## src/rtl/regbank_wb_arbiter.sv

```systemverilog
// rtl/regbank_wb_arbiter.sv - round-robin ALU/load writeback arbiter with in-order FIFO feeding the register bank
module regbank_wb_arbiter #(
  parameter int ADDR_WIDTH = 4,
  parameter int WORD_WIDTH = 32,
  parameter int SIZE       = 1 << ADDR_WIDTH,
  parameter int FIFO_DEPTH = 4
) (
  input  logic                          i_clk,
  input  logic                          i_rst_n,
  input  logic                          i_alu_valid,
  output logic                          o_alu_ready,
  input  logic [ADDR_WIDTH-1:0]         i_alu_addr,
  input  logic [WORD_WIDTH-1:0]         i_alu_value,
  input  logic                          i_mem_valid,
  output logic                          o_mem_ready,
  input  logic [ADDR_WIDTH-1:0]         i_mem_addr,
  input  logic [WORD_WIDTH-1:0]         i_mem_value,
  input  logic                          i_hold,
  output logic                          o_write,
  output logic [ADDR_WIDTH-1:0]         o_addr,
  output logic [WORD_WIDTH-1:0]         o_value,
  output logic [SIZE-1:0]               o_pending,
  output logic [$clog2(FIFO_DEPTH):0]   o_count
);

  localparam int PTR_W = $clog2(FIFO_DEPTH);
  localparam int CNT_W = PTR_W + 1;
  localparam logic [CNT_W-1:0] DEPTH_C = CNT_W'(FIFO_DEPTH);

  // Round-robin pointer names the source that wins the next contested cycle.
  typedef enum logic {
    SRC_ALU = 1'b0,
    SRC_MEM = 1'b1
  } src_e;

  logic [ADDR_WIDTH-1:0] addr_q  [FIFO_DEPTH];
  logic [WORD_WIDTH-1:0] value_q [FIFO_DEPTH];
  logic [PTR_W-1:0]      rd_ptr_q, rd_ptr_d;
  logic [PTR_W-1:0]      wr_ptr_q, wr_ptr_d;
  logic [CNT_W-1:0]      count_q, count_d;
  src_e                  rr_q, rr_d;

  logic                  full;
  logic                  pop;
  logic                  room;
  logic                  contested;
  logic                  alu_grant;
  logic                  mem_grant;
  logic                  push;
  logic [ADDR_WIDTH-1:0] push_addr;
  logic [WORD_WIDTH-1:0] push_value;
  logic [SIZE-1:0]       pending;

  // Drain and arbitration: pop whenever unheld and non-empty; a pop frees a slot for a same-cycle push.
  always_comb begin
    full        = (count_q == DEPTH_C);
    pop         = (count_q != '0) && !i_hold;
    room        = !full || pop;
    contested   = i_alu_valid && i_mem_valid;
    o_alu_ready = room && !(contested && (rr_q == SRC_MEM));
    o_mem_ready = room && !(contested && (rr_q == SRC_ALU));
    alu_grant   = i_alu_valid && o_alu_ready;
    mem_grant   = i_mem_valid && o_mem_ready;
    push        = alu_grant || mem_grant;
    push_addr   = alu_grant ? i_alu_addr  : i_mem_addr;
    push_value  = alu_grant ? i_alu_value : i_mem_value;
  end

  // Next-state for pointers, occupancy and the round-robin winner (loser of a contested grant goes next).
  always_comb begin
    rr_d     = rr_q;
    wr_ptr_d = wr_ptr_q + PTR_W'(push);
    rd_ptr_d = rd_ptr_q + PTR_W'(pop);
    count_d  = count_q + CNT_W'(push) - CNT_W'(pop);
    if (contested && room) begin
      rr_d = (rr_q == SRC_ALU) ? SRC_MEM : SRC_ALU;
    end
  end

  // Control state register; reset discards anything in flight.
  always_ff @(posedge i_clk or negedge i_rst_n) begin
    if (!i_rst_n) begin
      rd_ptr_q <= '0;
      wr_ptr_q <= '0;
      count_q  <= '0;
      rr_q     <= SRC_MEM;
    end else begin
      rd_ptr_q <= rd_ptr_d;
      wr_ptr_q <= wr_ptr_d;
      count_q  <= count_d;
      rr_q     <= rr_d;
    end
  end

  // FIFO storage; cleared on reset so the head (o_addr/o_value) reads zero afterwards.
  always_ff @(posedge i_clk or negedge i_rst_n) begin
    if (!i_rst_n) begin
      for (int i = 0; i < FIFO_DEPTH; i++) begin
        addr_q[i]  <= '0;
        value_q[i] <= '0;
      end
    end else if (push) begin
      addr_q[wr_ptr_q]  <= push_addr;
      value_q[wr_ptr_q] <= push_value;
    end
  end

  // Pending mask: OR of one-hot destinations over occupied slots, head included while it is being popped.
  always_comb begin
    pending = '0;
    for (int i = 0; i < FIFO_DEPTH; i++) begin
      if (CNT_W'(i) < count_q) begin
        pending[addr_q[rd_ptr_q + PTR_W'(i)]] = 1'b1;
      end
    end
  end

  // Register bank port and status, all driven from registered state only.
  always_comb begin
    o_write   = pop;
    o_addr    = addr_q[rd_ptr_q];
    o_value   = value_q[rd_ptr_q];
    o_pending = pending;
    o_count   = count_q;
  end

endmodule

```

## config.mk

```make
export PLATFORM = sky130hd
export DESIGN_NAME = regbank_wb_arbiter
export DESIGN_NICKNAME = d
export VERILOG_FILES = /design/src/rtl/regbank_wb_arbiter.sv
export SDC_FILE = /design/constraint.sdc
export NUM_CORES = 1
export LEC_CHECK = 0
export CAP_MARGIN = 20
export CORE_AREA = 10 10 138 140
export CTS_BUF_LIST = sky130_fd_sc_hd__clkbuf_8
export CTS_CLUSTER_DIAMETER = 50
export CTS_CLUSTER_SIZE = 10
export DETAILED_ROUTE_END_ITERATION = 6
export DIE_AREA = 0 0 148 150
export PLACE_DENSITY_LB_ADDON = 0.08
export SYNTH_ARGS = -nofsm -noshare
export SYNTH_HDL_FRONTEND = slang
export SYNTH_SLANG_ARGS = --single-unit
export TNS_END_PERCENT = 10
```

## constraint.sdc

```tcl
create_clock -name i_clk -period 2.4 [get_ports i_clk]
set_input_delay 0.24 -clock i_clk [delete_from_list [all_inputs] [get_ports i_clk]]
set_output_delay 0.24 -clock i_clk [all_outputs]
set_load 0.05 [all_outputs]
```

==> out/results.ini <==
[cells_and_area]
area_growth_pct=28.3
multi_input_area_sq_um=4330
seq_area_sq_um=3810
num_antenna_cells=0
drive_gt1_share_pct=33.8
final_cells=1126
fillerInstances=1273
finalNetCount=978
fin_area_sq_um=10700

[clock_tree]
h-tree-depth=4
clockBufferDepth=2
numCtsBuffers=17
clk_latency_ns=0.44
cts_tree=built
clk_pin_slew_ns=0.09
cts-root-buf=clkbuf_8
clock_sinks=152

[synth]
synth.area.top_cells=dfrtp_1 (45%), mux4_2 (11%), a21oi_1 (6.1%)
ys_seq_elements=152
synth_edf_count=0
yosys_most_used_dff=dfrtp_1
netlist_area_sq_um=8350
synthCells=745
ys_warn_count=0
syn_nets=829
synthMostInstantiatedCell=dfrtp_1
yosysTopAreaCellShare_pct=45.3
yosysUniqueCellTypes=51
yosysTopAreaCell=dfrtp_1
synth-async-reset-ratio_pct=100
ys_seq_area_share_pct=45.6
synth_top_cells_by_count=dfrtp_1 (151), nor2_1 (119), a21oi_1 (101), nand2_1 (53), mux4_2 (42)
synth_area_per_cell_sq_um=11.2

[global_routing]
overflow=0
use_met2_pct=31.9
use_met3_pct=4.80
top_usage_layer=met2
grt_max_degree=73
antenna_found_initial=0
grt_pass1_vias=6584
met1_usage_pct=25.0
grt_util_all_layers_pct=19.3
grt_pass1_wl_um=34600

[critical_path]
r2r_cells=8
worstSetupPathType=flop to output port
start_kind=flop
reg2reg_from=o_count[2]
ff2ff_setup_slack_ns=0.22
end_kind=output port
cp_max_fo=7
critPathRequiredTime_ns=2.16
arrival_ns=2.36
endpoint=o_pending[12]
r2r_end=o_count[2]
startpoint=rd_ptr_q[0]

[detailed_routing]
avgViaCountPerCell=5.63
wl_per_cell_um=18.8
antenna_left=0
drt_pass1_iterations=5
drcViolationCount=0
drt_iter0_markers=380
totalWireLength_um=21200
vias=6342

[place]
dpl_cell_area_sq_um=10000
numPortBuffers=134
hpwl_um=15000
gp_congestion=0.907
dpl.cell_count=1082

[timing]
fin_worst_skew_ns=0.0112
relSlewSlack_pct=66.3
finalCriticalPeriod_ns=2.60
finalHoldViolations=0
worstMarginPinSlew_ns=0.505
setup_viol_count_final=16
maxSlewViolCount=0
max_freq_ghz=0.384
hold_slack_ns=0.297
period_share_pct=109
rsz0062_at_grt=true
tns_ns=-2.51
setup_ws_ns=-0.204

[floorplanning]
rows=47
dieArea_sq_um=22200
die_h_um=150
ios=135
die_w_um=148
initial_core_util_pct=51.1
core_area_sq_um=16300

[job]
max-cap-violations=0

[status]
failed_checks=setup timing
status=complete, but fails checks

[hold_path]
hold_class=primary input to asynchronous set/reset pin

routing by layer:
layer / up-vias / part of all wire, % / wire length, um
met2: 161 / 51 / 10700
met4: 0 / 1.2 / 251
met5: - / 0 / 0
met1: 3169 / 43 / 9090
met3: 17 / 5.4 / 1140
li1: 2995 / - / -
kinds of logic (layout without fill, tap and decap cells):
family / count (synthesis) / after routing / synth area share, %
compound gates: 175 / 175 / 13.3
xor+xnor: 4 / 4 / 0.420
fa+ha+maj: 7 / 7 / 1.14
buf+inv: 58 / 219 / 4.78
flops: 152 / 152 / 45.6
mux: 96 / 96 / 20.4
simple gates: 253 / 253 / 14.4
cell usage in the layout (no fill, tap or decap), types with 3 or more instances in the layout:
| cell | count |
|---|---|
| dfrtp_1 | 148 |
| nor2_1 | 114 |
| a21oi_1 | 101 |
| clkdlybuf4s50_1 | 78 |
| buf_4 | 75 |
| nand2_1 | 53 |
| mux4_2 | 42 |
| o21ai_2 | 35 |
| nand3_1 | 25 |
| mux2i_2 | 20 |
| buf_12 | 20 |
| o211ai_1 | 18 |
| clkbuf_8 | 18 |
| nand4_1 | 14 |
| mux2i_1 | 13 |
| mux2i_4 | 12 |
| mux2_2 | 9 |
| a21oi_2 | 8 |
| buf_6 | 6 |
| inv_1 | 5 |
| nor2b_2 | 5 |
| ha_1 | 5 |
| nor2_2 | 4 |
| nor2b_1 | 4 |
| nor4b_2 | 4 |
| inv_8 | 4 |
| xor2_1 | 3 |
| nor3_2 | 3 |
| nor2b_4 | 3 |
| o21ai_1 | 3 |
| inv_6 | 3 |
| clkinvlp_4 | 3 |
registers in the layout, indices dropped and copies added (netlist names):
signal and cells:
rd_ptr_q 2, value_q 128, o_count 3, wr_ptr_q 2, rr_q 1, addr_q 16
worst min-delay path by stage:
stage,start,endpoint,slack (ns),cells after the start
floorplan,i_rst_n,addr_q[0],-0.06,0
global placement,i_rst_n,value_q[101],0.20,1
detailed placement,i_rst_n,value_q[101],0.21,1
CTS,i_rst_n,value_q[99],0.30,2
global route,i_rst_n,value_q[5],0.32,2
finish,i_rst_n,value_q[101],0.30,2
cell type report:
cell class | instances | share of cell area, %
inverter | 6 | 0.222
timing repair buffer | 182 | 17.4
multi-input combinational | 535 | 40.4
sequential | 152 | 35.6
tap | 220 | 2.57
clock inverter | 13 | 1.48
clock buffer | 18 | 2.31
critical path, cell delays in order (launching register included):
cell	delay, ns
dfrtp_4	0.54
buf_4	0.16
mux4_2	0.51
nor2b_2	0.25
o211ai_1	0.13
nand4_1	0.18
buf_12	0.16
what timing repair did:
action | CTS | global route
resized for setup | 40 | 13
hold endpoints to repair | 47 | 0
setup buffers | 12 | 0
endpoints found under the setup margin | 40 | 39
pin swaps | 9 | 7
hold buffers | 1 | 0
through the flow:
stage                     worst slack [ns]  utilization (%)
after floorplan                     -0.222                -
after global placement               0.100             61.2
after detailed placement            0.0552             61.2
after CTS                           -0.228             65.1
after global routing                -0.306             65.5
final                               -0.204             65.5
Power is left out: the tool's default activity adds up to more than one toggle a clock period on the data nets, which glitch-free logic cannot reach.
